### src/rtl/gate_tt_sequencer.sv
// Truth-table test controller for the 3-input / 2-output basic-gate block.
// A start pulse sweeps {a,b,c} = 0..7 onto the gate block. Each pattern is
// settled, then {f,e} is sampled and checked against EXP_TABLE. The result is
// reported as a per-pattern fail map, a fail count, the first failing index,
// and pass/done status.
//
// Ports:
//   clk, rst_n   clock (rising edge), asynchronous active-low reset
//   start        single-cycle sweep request (accepted in IDLE only)
//   abort        synchronous abort of a running sweep
//   dut_out      gate block outputs {f,e}
//   dut_in       gate block inputs {a,b,c}; zero while not sweeping
//   busy         high in DRIVE/SAMPLE/CHECK
//   done         one-cycle pulse when a sweep completes
//   pass         valid after done; 1 = no mismatches
//   fail_cnt     number of mismatching patterns (0..8)
//   fail_map     bit i set = pattern i mismatched
//   first_fail   index of the first mismatch; valid when fail_cnt != 0
module gate_tt_sequencer #(
  parameter int unsigned SETTLE_CYCLES = 2,
  parameter logic [15:0] EXP_TABLE     = 16'hF8A8,
  parameter bit          STOP_ON_FAIL  = 1'b0
) (
  input  logic       clk,
  input  logic       rst_n,
  input  logic       start,
  input  logic       abort,
  input  logic [1:0] dut_out,
  output logic [2:0] dut_in,
  output logic       busy,
  output logic       done,
  output logic       pass,
  output logic [3:0] fail_cnt,
  output logic [7:0] fail_map,
  output logic [2:0] first_fail
);

  localparam int unsigned IDX_W  = 3;
  localparam int unsigned CNT_W  = 4;
  localparam int unsigned FCNT_W = 4;
  localparam int unsigned MAP_W  = 8;
  localparam int unsigned OUT_W  = 2;

  localparam logic [IDX_W-1:0] PAT_LAST      = IDX_W'(7);
  localparam logic [CNT_W-1:0] SETTLE_RELOAD = CNT_W'(SETTLE_CYCLES - 1);

  typedef enum logic [2:0] {
    S_IDLE   = 3'd0,
    S_DRIVE  = 3'd1,
    S_SAMPLE = 3'd2,
    S_CHECK  = 3'd3,
    S_DONE   = 3'd4
  } state_e;

  state_e              state_q,      state_d;
  logic [IDX_W-1:0]    idx_q,        idx_d;
  logic [CNT_W-1:0]    cnt_q,        cnt_d;
  logic [OUT_W-1:0]    sample_q,     sample_d;
  logic [IDX_W-1:0]    dut_in_q,     dut_in_d;
  logic                busy_q,       busy_d;
  logic                done_q,       done_d;
  logic                pass_q,       pass_d;
  logic [FCNT_W-1:0]   fail_cnt_q,   fail_cnt_d;
  logic [MAP_W-1:0]    fail_map_q,   fail_map_d;
  logic [IDX_W-1:0]    first_fail_q, first_fail_d;

  logic [OUT_W-1:0]    exp_c;
  logic                mismatch_c;

  // Expected {f,e} for the pattern currently being checked.
  assign exp_c      = EXP_TABLE[{idx_q, 1'b0} +: OUT_W];
  assign mismatch_c = (sample_q != exp_c);

  // Next-state and next-output logic; outputs are derived from the next state
  // so that the registered outputs line up with the state they describe.
  always_comb begin
    state_d      = state_q;
    idx_d        = idx_q;
    cnt_d        = cnt_q;
    sample_d     = sample_q;
    pass_d       = pass_q;
    fail_cnt_d   = fail_cnt_q;
    fail_map_d   = fail_map_q;
    first_fail_d = first_fail_q;
    busy_d       = 1'b0;
    done_d       = 1'b0;
    dut_in_d     = '0;

    case (state_q)
      S_IDLE: begin
        if (start && !abort) begin
          fail_cnt_d   = '0;
          fail_map_d   = '0;
          first_fail_d = '0;
          pass_d       = 1'b0;
          idx_d        = '0;
          cnt_d        = SETTLE_RELOAD;
          state_d      = S_DRIVE;
        end
      end

      S_DRIVE: begin
        // Counter reloads to SETTLE_CYCLES-1, so the pattern is held exactly
        // SETTLE_CYCLES cycles here.
        if (cnt_q != '0) begin
          cnt_d = cnt_q - CNT_W'(1);
        end else begin
          state_d = S_SAMPLE;
        end
      end

      S_SAMPLE: begin
        sample_d = dut_out;
        state_d  = S_CHECK;
      end

      S_CHECK: begin
        if (mismatch_c) begin
          fail_map_d[idx_q] = 1'b1;
          fail_cnt_d        = fail_cnt_q + FCNT_W'(1);
          if (fail_cnt_q == '0) begin
            first_fail_d = idx_q;
          end
        end
        if ((idx_q == PAT_LAST) || (STOP_ON_FAIL && mismatch_c)) begin
          state_d = S_DONE;
          pass_d  = (fail_cnt_d == '0);
        end else begin
          idx_d   = idx_q + IDX_W'(1);
          cnt_d   = SETTLE_RELOAD;
          state_d = S_DRIVE;
        end
      end

      S_DONE: begin
        state_d = S_IDLE;
      end

      default: begin
        state_d = S_IDLE;
      end
    endcase

    // Abort overrides any sweep progress; partial fail results are kept.
    if (abort && (state_q != S_IDLE)) begin
      state_d = S_IDLE;
      pass_d  = 1'b0;
    end

    busy_d   = (state_d == S_DRIVE) || (state_d == S_SAMPLE) || (state_d == S_CHECK);
    done_d   = (state_d == S_DONE);
    dut_in_d = busy_d ? idx_d : '0;
  end

  // State and output registers.
  always_ff @(posedge clk or negedge rst_n) begin
    if (!rst_n) begin
      state_q      <= S_IDLE;
      idx_q        <= '0;
      cnt_q        <= '0;
      sample_q     <= '0;
      dut_in_q     <= '0;
      busy_q       <= 1'b0;
      done_q       <= 1'b0;
      pass_q       <= 1'b0;
      fail_cnt_q   <= '0;
      fail_map_q   <= '0;
      first_fail_q <= '0;
    end else begin
      state_q      <= state_d;
      idx_q        <= idx_d;
      cnt_q        <= cnt_d;
      sample_q     <= sample_d;
      dut_in_q     <= dut_in_d;
      busy_q       <= busy_d;
      done_q       <= done_d;
      pass_q       <= pass_d;
      fail_cnt_q   <= fail_cnt_d;
      fail_map_q   <= fail_map_d;
      first_fail_q <= first_fail_d;
    end
  end

  assign dut_in     = dut_in_q;
  assign busy       = busy_q;
  assign done       = done_q;
  assign pass       = pass_q;
  assign fail_cnt   = fail_cnt_q;
  assign fail_map   = fail_map_q;
  assign first_fail = first_fail_q;

endmodule

### config.mk
export PLATFORM = sky130hd
export DESIGN_NAME = gate_tt_sequencer
export DESIGN_NICKNAME = d
export VERILOG_FILES = /design/src/rtl/gate_tt_sequencer.sv
export SDC_FILE = /design/constraint.sdc
export NUM_CORES = 1
export LEC_CHECK = 0
export BUFFER_PORTS_ARGS = -buffer_cell sky130_fd_sc_hd__clkbuf_2
export CORE_MARGIN = 1.5
export CORE_UTILIZATION = 47
export CTS_BUF_LIST = sky130_fd_sc_hd__clkbuf_4 sky130_fd_sc_hd__clkbuf_8
export CTS_CLUSTER_SIZE = 12
export DETAILED_ROUTE_END_ITERATION = 6
export PLACE_DENSITY_LB_ADDON = 0.25
export SYNTH_ARGS = -nofsm -noshare
export SYNTH_HDL_FRONTEND = slang
export SYNTH_SLANG_ARGS = --single-unit
### constraint.sdc
create_clock -name clk -period 1.9 [get_ports clk]
set_input_delay 0.19 -clock clk [delete_from_list [all_inputs] [get_ports clk]]
set_output_delay 0.19 -clock clk [all_outputs]
set_load 0.02 [all_outputs]
==> Yosys cells after proc, flatten, opt, wreduce, memory -nomap -nowiden <==
Index checks and enable logic that the tools add are counted.
{ "totals": {"register_bits": 33, "latch_bits": 0, "ramBits": 0, "romBits": 0, "input_bits": 6, "out_inout_bits": 21, "word_cells": 83, "memories": 0} }
{ "op_classes": {"n_addsub": 3, "n_mul": 0, "div": 0, "n_lt_le_gt_ge": 2, "n_eq_ne": 16, "n_shift": 1, "n_mux": 30, "n_bitwise": 1, "reduce_logical": 19} }
{ "op_table": {"columns": ["op", "n"], "rows": [
  ["3-bit two-way mux", 10],
  ["4-bit two-way mux", 6],
  ["8-bit two-way mux", 2],
  ["8-bit one-hot mux with 2 select lines", 1],
  ["16-bit by 5-bit variable part select with 2-bit output (first input constant)", 1],
  ["3-bit by 2-bit == test with 1-bit output (second input constant)", 4],
  ["3-bit one-hot mux with 2 select lines", 2],
  ["3-bit one-hot mux with 4 select lines", 1],
  ["4-bit one-hot mux with 3 select lines", 1],
  ["2-bit != test (second input constant)", 5],
  ["3-bit nonzero test", 3],
  ["4-bit zero test", 2],
  ["8-bit bitwise OR", 1],
  ["4-bit one-hot mux with 2 select lines", 1],
  ["4-bit AND reduction", 2],
  ["3-bit by 1-bit == test with 1-bit output (second input constant)", 2],
  ["3-bit == test (second input constant)", 2],
  ["3-bit != test (second input constant)", 2],
  ["3-bit AND reduction", 2],
  ["4-bit by 1-bit adder with 4-bit output (second input constant)", 1],
  ["3-bit by 4-bit < comparator with 1-bit output (second input constant)", 1],
  ["1-bit two-way mux", 4],
  ["4-bit nonzero test", 1],
  ["4-bit by 1-bit subtractor with 4-bit output (second input constant)", 1],
  ["11 further kinds", 14]
]} }

==> Logic depth before layout (Yosys ltp) <==
Gate-level depths: netlist of the first run.
{ "depth": {"word_depth": 9, "ltp_mapped": 8, "depth_no_buf": 7} }

==> Worst setup path after synthesis of the first run <==
OpenSTA, ideal clock, no wires.
{ "synth_timing": {"path_type": "register -> register", "from": "register idx_q[1]", "to": "register fail_cnt_q[0] (netlist: fail_cnt[0])", "setup_ns": 0.125, "arrival_ns": 1.496, "required_time_ns": 1.775, "setup_slack_ns": 0.279, "stages_incl_launch_ff": 8, "n_path_buf": 1, "synth_period_minus_slack_ns": 1.621, "cell_sequence": "dfrtp_1 -> inv_1 -> ha_1 -> xor2_1 -> o21a_2 -> nor2_4 -> buf_6 -> mux2_2"} }
{ "synth_between": {"elab_chain_cells": 5} }
{ "synth_rtl": {"columns": ["item", "line_no", "text"], "rows": [
  ["from (decl)", "56", "logic [IDX_W-1:0] idx_q, idx_d;"],
  ["from (signal assigned)", "171", "idx_q <= idx_d;"],
  ["16-bit by 5-bit variable part select with 2-bit output", "71", "assign exp_c = EXP_TABLE[{idx_q, 1'b0} +: OUT_W];"],
  ["2-bit != test", "72", "assign mismatch_c = (sample_q != exp_c);"],
  ["4-bit two-way mux", "118", "if (mismatch_c) begin"],
  ["4-bit two-way mux", "89", "case (state_q)"],
  ["4-bit one-hot mux with 2 select lines", "89", null],
  ["to (signal assigned)", "178", "fail_cnt_q <= fail_cnt_d;"],
  ["to (decl)", "63", "logic [FCNT_W-1:0] fail_cnt_q, fail_cnt_d;"]
]} }
Every way passes these cells. The select of a mux whose other input is x is not followed.
A chain may end at the register's enable or synchronous reset.

==> Final worst setup path of the first run <==
{ "layout_timing": {"from": "register cnt_q[0]", "to": "register cnt_q[3]"} }
{ "layout_between": {"elab_chain_cells": 3, "elab_cells_between_ends": 6, "cone_classes": "add/sub (1); eq/ne (1); mux (2); reduce/logical (2)"} }
{ "layout_rtl": {"columns": ["item", "line_no", "text"], "rows": [
  ["from (decl)", "57", "logic [CNT_W-1:0] cnt_q, cnt_d;"],
  ["from (signal assigned)", "172", "cnt_q <= cnt_d;"],
  ["4-bit by 1-bit subtractor with 4-bit output / 4-bit nonzero test (equally long branches)", "106, 105", null],
  ["4-bit two-way mux / 2-bit != test (equally long branches)", null, null],
  ["4-bit one-hot mux with 3 select lines / 4-bit AND reduction (equally long branches)", null, null]
]} }
Several ways; a longest one is shown, not always the timed one. The select of a mux whose other input is x is not followed.

==> flow_metrics.py, run 1 <==
metrics = {
    "run_status": {
        "outcome": "complete, no violations",
    },
    "worst_setup_path": {
        "worstPathRequired_ps": 2120,
        "crit_type": "flip-flop to flip-flop",
        "endpoint_kind": "flip-flop",
        "arrival_ps": 1940,
        "crit_start": "cnt_q[0]$_DFFE_PN0P_",
        "path_max_fanout": 5,
        "startpoint_type": "flip-flop",
        "r2r_start": "cnt_q[0]$_DFFE_PN0P_",
    },
    "placement": {
        "place.gp.congestion": 0.795,
        "portBuffers": 26,
        "dpl.hpwl_um": 2370,
    },
    "finish": {
        "nFillCells": 311,
        "layout-drive-gt1-share": 0.275,
        "areaGrowthSynthToFinish_pct": 16.7,
        "nets": 200,
        "most-common-layout-cells": "dfrtp_1, clkbuf_2, nor2_1, nand2_1, o21ai_0",
        "multi_input_area_um2": 718,
        "final_util": 0.569,
        "seq_area_um2": 827,
        "final_common_cell": "dfrtp_1",
        "insertedDiodeCount": 0,
    },
    "logic_synthesis": {
        "yosysTopAreaCell": "dfrtp_1",
        "syn-num-nets": 167,
        "synth_flop_cell": "dfrtp_1",
        "async_flop_share": 1.00,
        "synth_cell_types": 38,
        "synth_area_leaders": "dfrtp_1, ha_1, nor2_1",
        "syn_avg_cell_area_um2": 10.5,
        "ys_warn_count": 0,
        "syn_inst": 155,
        "synth_edf_count": 0,
        "yosysTopAreaCellShare": 0.507,
        "ys_seq_area_frac": 0.507,
        "syn_area_mm2": 0.00163,
        "synth-seq-cells": 33,
    },
    "power": {
        "cell_internal_pwr_uw": 1400,
        "netSwitchingFraction": 0.335,
        "max-vdd-ir-drop_mv": 0.541,
        "p_sw_uw": 704,
        "p_clk_frac": 0.266,
        "p_leak_uw": 0.000972,
        "powerDensity_mw_per_mm2": 1110,
        "pwr-share-comb": 0.289,
        "seq_power_share": 0.444,
    },
    "routing": {
        "drc": 0,
        "totalWireLength_um": 3180,
        "routedWlPerCell_um": 13.5,
        "vias": 1237,
        "vias_per_cell": 5.26,
        "ant_nets": 0,
        "first_pass_iters": 4,
        "drt_iter0_drc": 60,
    },
    "cts": {
        "clk_latency_ps": 330,
        "cts_tree": "done",
        "clk_pin_slew_ps": 100,
        "cts_setup_buffers": 0,
        "root_buffer": "clkbuf_4",
        "cts.htree.levels": 2,
        "clkSinkCount": 33,
        "cts_max_path_buffers": 2,
        "cts_made_buffers": 5,
    },
    "timing": {
        "final_hold_viol_count": 0,
        "period_share": 0.901,
        "fin_hold_ws_ps": 85.9,
        "maxSlewHeadroom": 0.468,
        "final-setup-viol-count": 0,
        "drv_slew": 0,
        "rsz0062_at_grt": "no",
        "max_freq_mhz": 584,
        "finClkSkew_ps": 4.70,
        "worst_pin_slew_ps": 798,
        "fin_setup_tns_ps": 0,
        "finalCriticalPeriod_ps": 1710,
    },
    "floorplanning": {
        "die_w_um": 61.9,
        "die_area_mm2": 0.00383,
        "io_pins": 27,
        "row_count": 21,
        "coreArea_mm2": 0.00334,
        "die_h_um": 61.9,
        "start_util": 0.488,
    },
    "grt": {
        "grt_pass1_wl_um": 5260,
        "grt_max_degree": 34,
        "grt_pass1_vias": 1185,
        "grt_antenna_before_repair": 0,
        "grt_usage": 0.192,
        "gr-total-overflow": 0,
    },
    "hold_path": {
        "min_path_type": "primary input to flip-flop",
        "min_from": "dut_out[0]",
    },
    "run": {
        "cap_violations": 0,
    },
}
## layer usage
layer  wire (um)  global-route usage  vias up
met5           0                   0        -
met3         160              0.0704        5
met1        1490               0.249      588
li1            -                   -      614
met2        1480               0.301       30
met4          49              0.0638        0
## flip-flops by register name, summed over array words and instances (netlist names)
name / cells
dut_in: 3
busy: 1
state_q: 3
fail_map: 8
cnt_q: 4
done: 1
sample_q: 2
idx_q: 3
first_fail: 3
pass: 1
fail_cnt: 4
## worst paths after layout
| path | slack (ps) | cells past startpoint | end |
|---|---|---|---|
| setup / recovery | 190 | 8 | cnt_q[3]$_DFFE_PN0P_ |
| hold / removal | 90 | 2 | sample_q[0]$_DFFE_PN0N_ |
| setup reg to reg | 190 | 8 | cnt_q[3]$_DFFE_PN0P_ |
| hold reg to reg | 520 | 1 | cnt_q[0]$_DFFE_PN0P_ |
| max in group asynchronous | 890 | 2 | idx_q[1]$_DFF_PN0_ |
| min in group asynchronous | 470 | 2 | fail_cnt[3]$_DFFE_PN0P_ |
## Yosys cell counts, types with 2 or more instances
cell / count
dfrtp_1: 33
mux2_2: 3
nor2_4: 2
nor3_1: 5
a41oi_1: 3
o21ai_0: 9
xor2_1: 3
a31oi_1: 8
buf_6: 3
nand2b_1: 2
and2_1: 2
ha_1: 6
and3_1: 2
nor2_1: 17
nand3_1: 3
inv_1: 8
buf_4: 2
mux2i_1: 5
nor4_1: 2
nand2_1: 13
a21oi_1: 7
## logic make-up (layout without fill, tap and decap cells)
family / count (synthesis) / in the layout / share of synthesized area
multiplexers: 8 / 8 / 0.0515
buffers and inverters: 14 / 48 / 0.0515
XOR/XNOR: 3 / 3 / 0.0161
flip-flops: 33 / 33 / 0.507
adder cells (fa/ha/maj): 6 / 6 / 0.0461
AO/OA/AOI/OAI: 33 / 33 / 0.125
AND/OR/NAND/NOR: 58 / 58 / 0.202
## worst max-delay path, stage by stage, from the launching register on
cell	delay, ps
dfrtp_1	400
inv_1	80
ha_1	190
nor3b_1	140
buf_4	140
nor4b_4	330
nand2_1	110
xor2_1	150
nor2_1	50
## final cells by class
cell class / instances / share of cell area
clock buffer: 7 / 0.0310
clock inverter: 1 / 0.0158
inverter: 8 / 0.0158
multi-input combinational: 108 / 0.378
sequential: 33 / 0.435
tap: 46 / 0.0303
timing repair buffer: 32 / 0.0935
## what timing repair did
action | in CTS | in global routing
hold endpoints to repair | 33 | 0
hold buffers | 1 | 0
resized for setup | 0 | 1
endpoints found under the setup margin | 0 | 1
## power groups by stage
stage	combinational (uW)	sequential (uW)	clock, uW
after floorplan	412	956	0
after global placement	595	940	0
after detailed placement	609	943	0
after CTS	614	930	574
after global routing	683	951	606
final	607	933	559
## stage by stage
step | std cells | total power, uW | instance area [um^2] | worst slack [ps]
after floorplan | 155 | 1370 | 1630 | 279
after global placement | 226 | 1540 | 1800 | 243
after detailed placement | 226 | 1550 | 1800 | 178
after CTS | 235 | 2120 | 1900 | 166
after global routing | 235 | 2240 | 1900 | 46.3
final | 235 | 2100 | 1900 | 187
No activity file was read; power rests on OpenSTA's default activity.
==> inputs of run 2 (changes only) <==
==> constraint.sdc (replaced) <==
create_clock -name clk -period 1.9 [get_ports clk]
set_input_delay 0.095 -clock clk [delete_from_list [all_inputs] [get_ports clk]]
set_output_delay 0.095 -clock clk [all_outputs]
set_load 0.02 [all_outputs]
==> flow_metrics.py, run 2 (synthesis gave the netlist of run 1 again) <==
metrics = {
    "worst_setup_path": {
        "arrival_ps": 1940,
        "crit_type": "flip-flop to flip-flop",
        "r2r.worst_path.cells": 8,
        "endpoint_kind": "flip-flop",
        "timing.rr.end": "cnt_q[3]$_DFFE_PN0P_",
        "r2r_start": "cnt_q[0]$_DFFE_PN0P_",
        "crit_start": "cnt_q[0]$_DFFE_PN0P_",
        "r2r_slack_ps": 190,
        "worst_path_largest_cell_delay_ps": 400,
        "crit_slowest_cell": "dfrtp_1",
        "worstPathRequired_ps": 2120,
        "crit_chain": "inv_1 > ha_1 > nor3b_1 > buf_4 > nor4b_4 > nand2_1 > xor2_1 > nor2_1",
        "path_max_fanout": 5,
        "startpoint_type": "flip-flop",
        "critPathCapture": "cnt_q[3]$_DFFE_PN0P_",
    },
    "floorplanning": {
        "coreArea_mm2": 0.00334,
        "io_pins": 27,
        "row_count": 21,
        "die_area_mm2": 0.00383,
        "die_w_um": 61.9,
        "die_h_um": 61.9,
        "start_util": 0.488,
    },
    "routing": {
        "ant_nets": 0,
        "routedWlPerCell_um": 13.4,
        "totalWireLength_um": 3200,
        "drt_iter0_drc": 48,
        "first_pass_iters": 4,
        "drc": 0,
        "vias": 1254,
        "vias_per_cell": 5.27,
    },
    "timing": {
        "finalCriticalPeriod_ps": 1710,
        "finClkSkew_ps": 5.09,
        "max_freq_mhz": 584,
        "worst_pin_slew_ps": 793,
        "maxSlewHeadroom": 0.472,
        "rsz0062_at_grt": "no",
        "period_share": 0.901,
        "final_hold_viol_count": 0,
        "drv_slew": 0,
        "final-setup-viol-count": 0,
        "fin_setup_tns_ps": 0,
    },
    "grt": {
        "grt_antenna_before_repair": 0,
        "grt_pass1_wl_um": 5280,
        "grt_usage": 0.193,
        "grt_max_degree": 34,
        "gr-total-overflow": 0,
        "grt_pass1_vias": 1193,
    },
    "finish": {
        "multi_input_area_um2": 718,
        "seq_area_um2": 827,
        "most-common-layout-cells": "dfrtp_1, clkbuf_2, nor2_1, nand2_1, o21ai_0",
        "final_common_cell": "dfrtp_1",
        "areaGrowthSynthToFinish_pct": 18.5,
        "insertedDiodeCount": 0,
        "largest_reg_flops": 8,
        "layout-drive-gt1-share": 0.271,
        "nFillCells": 307,
        "nets": 203,
        "design_area_mm2": 0.00193,
    },
    "cts": {
        "cts_made_buffers": 5,
        "clk_latency_ps": 330,
        "cts.htree.levels": 2,
        "cts_max_path_buffers": 2,
        "cts_tree": "done",
        "cts_setup_buffers": 0,
        "root_buffer": "clkbuf_4",
        "clkSinkCount": 33,
        "clk_pin_slew_ps": 90,
    },
    "hold_path": {
        "min_from": "start",
        "min_path_type": "primary input to flip-flop",
    },
    "placement": {
        "placed_area_mm2": 0.00180,
        "dpl.hpwl_um": 2370,
        "portBuffers": 26,
        "place.gp.congestion": 0.795,
    },
    "power": {
        "p_leak_uw": 0.000985,
        "max-vdd-ir-drop_mv": 0.521,
        "powerDensity_mw_per_mm2": 1090,
    },
    "run_status": {
        "outcome": "complete, no violations",
    },
    "run": {
        "cap_violations": 0,
    },
}
-- run 2: changes by cell type in the layout (fill, tap and decap cells not counted), sizes merged --
cell / before / now
dlygate4sd3: 1 / 4
-- run 2: power breakdown --
part,switching [uW],internal (uW),total [uW]
clock network,231,328,559
registers,125,808,934
logic,351,262,613
total,707,1400,2110
-- run 2: critical path, delay by kind of cell, from the launching register on --
family	cells	cell delay (ps)
buf+inv	2	220
flops	1	400
xor+xnor	1	150
fa+ha+maj	1	190
simple gates	4	630
-- run 2: worst min-delay path by stage --
stage                              endpoint  slack (ps)  cells past startpoint
finish                 state_q[0]$_DFF_PN0_         230                      4
global route           state_q[0]$_DFF_PN0_         250                      4
CTS                    state_q[0]$_DFF_PN0_           2                      2
detailed placement           done$_DFF_PN0_         230                      1
global placement    fail_cnt[2]$_DFFE_PN0P_         210                      1
floorplan                    busy$_DFF_PN0_        -200                      0
-- run 2: cell type report --
type | count | share of cell area
repair buffers | 35 | 0.108
clock inverters | 1 | 0.0156
multi-input cells | 108 | 0.372
flip-flops and latches | 33 | 0.429
clock buffers | 7 | 0.0305
well taps | 46 | 0.0298
inverters | 8 | 0.0156
-- run 2: through the flow --
step / hold WS, ps / power, uW / util / instances / setup slack [ps]
2_1_floorplan: -201 / 1370 / - / 155 / 279
6_report: 228 / 2110 / 0.578 / 238 / 188
3_3_place_gp: 213 / 1540 / 0.539 / 226 / 243
5_1_grt: 250 / 2240 / 0.578 / 238 / 46.3
3_5_place_dp: 230 / 1550 / 0.539 / 226 / 178
4_1_cts: 1.62 / 2120 / 0.575 / 237 / 166
-- run 2: per-layer routing --
| metal | vias up | track usage | share of wire |
|---|---|---|---|
| met5 | - | 0 | 0 |
| met4 | 0 | 0.0638 | 0.015 |
| met3 | 5 | 0.0704 | 0.050 |
| met2 | 34 | 0.302 | 0.47 |
| met1 | 597 | 0.249 | 0.47 |
| li1 | 618 | - | - |
-- run 2: timing repair --
item / in CTS / in global routing
setup endpoints to repair: 0 / 1
resized for setup: 0 / 1
hold endpoints to repair: 35 / 1
hold buffers: 3 / 1
==> inputs of run 3 (changes only) <==
--- a/config.mk
+++ b/config.mk
@@ -5,11 +5,14 @@
 export SDC_FILE = /design/constraint.sdc
 export NUM_CORES = 1
 export LEC_CHECK = 0
+export ABC_CLOCK_PERIOD_IN_PS = 1900
 export BUFFER_PORTS_ARGS = -buffer_cell sky130_fd_sc_hd__clkbuf_2
+export CELL_PAD_IN_SITES_DETAIL_PLACEMENT = 2
+export CELL_PAD_IN_SITES_GLOBAL_PLACEMENT = 2
 export CORE_MARGIN = 1.5
-export CORE_UTILIZATION = 47
+export CORE_UTILIZATION = 37
 export CTS_BUF_LIST = sky130_fd_sc_hd__clkbuf_4 sky130_fd_sc_hd__clkbuf_8
-export CTS_CLUSTER_SIZE = 12
+export CTS_CLUSTER_SIZE = 20
 export DETAILED_ROUTE_END_ITERATION = 6
 export PLACE_DENSITY_LB_ADDON = 0.25
 export SYNTH_ARGS = -nofsm -noshare
==> flow_metrics.py, run 3 (synthesis gave the netlist of run 1 again) <==
metrics = {
    "routing": {
        "routedWlPerCell_um": 20.6,
        "drc": 0,
        "first_pass_iters": 4,
        "vias": 1353,
        "ant_nets": 0,
        "drt_iter0_drc": 82,
        "vias_per_cell": 5.57,
        "totalWireLength_um": 5010,
    },
    "grt": {
        "grt_antenna_before_repair": 0,
        "grt_max_degree": 34,
        "grt_pass1_wl_um": 8060,
        "grt_pass1_vias": 1551,
        "gr-total-overflow": 0,
        "grt_usage": 0.220,
    },
    "worst_setup_path": {
        "r2r_start": "cnt_q[0]$_DFFE_PN0P_",
        "path_max_fanout": 5,
        "r2r.worst_path.cells": 8,
        "crit_slowest_cell": "dfrtp_1",
        "crit_chain": "inv_1 > ha_1 > nor3b_1 > buf_4 > nor4b_4 > nand2_1 > xor2_1 > nor2_1",
        "worstPathRequired_ps": 2090,
        "endpoint_kind": "flip-flop",
        "r2r_slack_ps": 30,
        "worst_path_largest_cell_delay_ps": 380,
        "startpoint_type": "flip-flop",
        "timing.rr.end": "cnt_q[3]$_DFFE_PN0P_",
        "crit_type": "flip-flop to flip-flop",
        "arrival_ps": 2060,
    },
    "timing": {
        "final_hold_viol_count": 0,
        "worst_pin_slew_ps": 863,
        "max_freq_mhz": 534,
        "period_share": 0.986,
        "fin_setup_tns_ps": 0,
        "finalCriticalPeriod_ps": 1870,
        "final-setup-viol-count": 0,
        "maxSlewHeadroom": 0.425,
        "drv_slew": 0,
        "finClkSkew_ps": 9.02,
    },
    "power": {
        "p_sw_uw": 855,
        "power_uw": 2280,
        "netSwitchingFraction": 0.374,
        "max-vdd-ir-drop_mv": 0.442,
        "pwr-share-comb": 0.322,
        "p_clk_frac": 0.263,
        "powerDensity_mw_per_mm2": 1170,
        "seq_power_share": 0.416,
        "p_leak_uw": 0.000998,
        "cell_internal_pwr_uw": 1430,
    },
    "finish": {
        "final_common_cell": "dfrtp_1",
        "seq_area_um2": 827,
        "multi_input_area_um2": 729,
        "insertedDiodeCount": 0,
        "areaGrowthSynthToFinish_pct": 19.8,
        "final_util": 0.474,
        "nFillCells": 435,
        "layout-drive-gt1-share": 0.295,
        "design_area_mm2": 0.00195,
        "nets": 204,
        "most-common-layout-cells": "dfrtp_1, clkbuf_2, nor2_1, nand2_1",
        "largest_reg_flops": 8,
    },
    "cts": {
        "cts.htree.levels": 2,
        "clkSinkCount": 33,
        "clk_pin_slew_ps": 70,
        "cts_made_buffers": 5,
        "clk_latency_ps": 300,
        "cts_tree": "done",
        "cts_max_path_buffers": 2,
        "root_buffer": "clkbuf_8",
    },
    "floorplanning": {
        "die_w_um": 69.3,
        "io_pins": 27,
        "die_h_um": 69.3,
        "die_area_mm2": 0.00481,
        "coreArea_mm2": 0.00412,
        "start_util": 0.396,
        "row_count": 23,
    },
    "run_status": {
        "outcome": "complete, no violations",
    },
    "run": {
        "cap_violations": 0,
    },
    "hold_path": {
        "holdPathEnd": "sample_q[1]$_DFFE_PN0N_",
        "min_from": "dut_out[1]",
        "min_path_cells": 2,
        "min_path_type": "primary input to flip-flop",
    },
    "placement": {
        "dpl.hpwl_um": 3160,
        "portBuffers": 26,
        "place.gp.congestion": 0.809,
        "placed_area_mm2": 0.00180,
    },
}
## run 3: cell types whose count changed in the layout (fill, tap and decap cells not counted), sizes merged
| cell | before | now |
|---|---|---|
| buf | 5 | 8 |
| bufinv | 1 | 0 |
| clkinv | 0 | 1 |
| dlygate4sd3 | 4 | 1 |
| nor2 | 19 | 20 |
## run 3: worst max path at each step
stage / cells past startpoint / endpoint / slack, ps / startpoint
floorplan: 7 / fail_cnt[0]$_DFFE_PN0P_ / 280 / idx_q[1]$_DFF_PN0_
global placement: 5 / fail_cnt[0]$_DFFE_PN0P_ / 200 / state_q[2]$_DFF_PN0_
detailed placement: 7 / first_fail[2]$_DFFE_PN0P_ / 80 / idx_q[1]$_DFF_PN0_
CTS: 5 / fail_cnt[0]$_DFFE_PN0P_ / 20 / state_q[1]$_DFF_PN0_
global route: 8 / cnt_q[3]$_DFFE_PN0P_ / -60 / cnt_q[0]$_DFFE_PN0P_
finish: 8 / cnt_q[3]$_DFFE_PN0P_ / 30 / cnt_q[0]$_DFFE_PN0P_
## run 3: cell type report
class                      count  share of cell area
clock buffer                   7              0.0494
clock inverter                 1             0.00257
inverter                       8              0.0154
multi-input combinational    109               0.374
sequential                    33               0.424
tap                           50              0.0321
timing repair buffer          35               0.103
## run 3: power groups by stage
stage	sequential [uW]	clock [uW]	combinational, uW
floorplan	956	0	412
global placement	946	0	606
detailed placement	954	0	652
CTS	949	613	682
global route	964	647	803
finish	949	600	735
## run 3: repair_timing
action	in CTS	in global routing
hold buffers	1	0
gates cloned	0	1
hold endpoints to repair	33	0
setup endpoints to repair	3	8
pin swaps	0	2
buffers inserted	0	3
gates resized for setup	1	2
## run 3: through the flow
| stage | instances | worst slack [ps] | hold slack, ps |
|---|---|---|---|
| floorplan | 155 | 279 | -201 |
| global placement | 230 | 203 | 218 |
| detailed placement | 230 | 79.9 | 240 |
| CTS | 239 | 16.9 | 27.9 |
| global route | 243 | -63.4 | 31.2 |
| finish | 243 | 27.4 | 35.5 |
## run 3: per-layer routing
| metal | global-route usage | routed length, um |
|---|---|---|
| met1 | 0.263 | 2210 |
| met2 | 0.378 | 2610 |
| met5 | 0 | 0 |
| met3 | 0.0538 | 123 |
| met4 | 0.0915 | 76 |
## run 3: worst max-delay path: cells and delay by family, from the launching register on
kind                       cells  cell delay (ps)
adders and majority gates      1              210
DFF                            1              380
buffers and inverters          2              230
and+or+nand+nor                4              720
xor gates and xnor gates       1              220
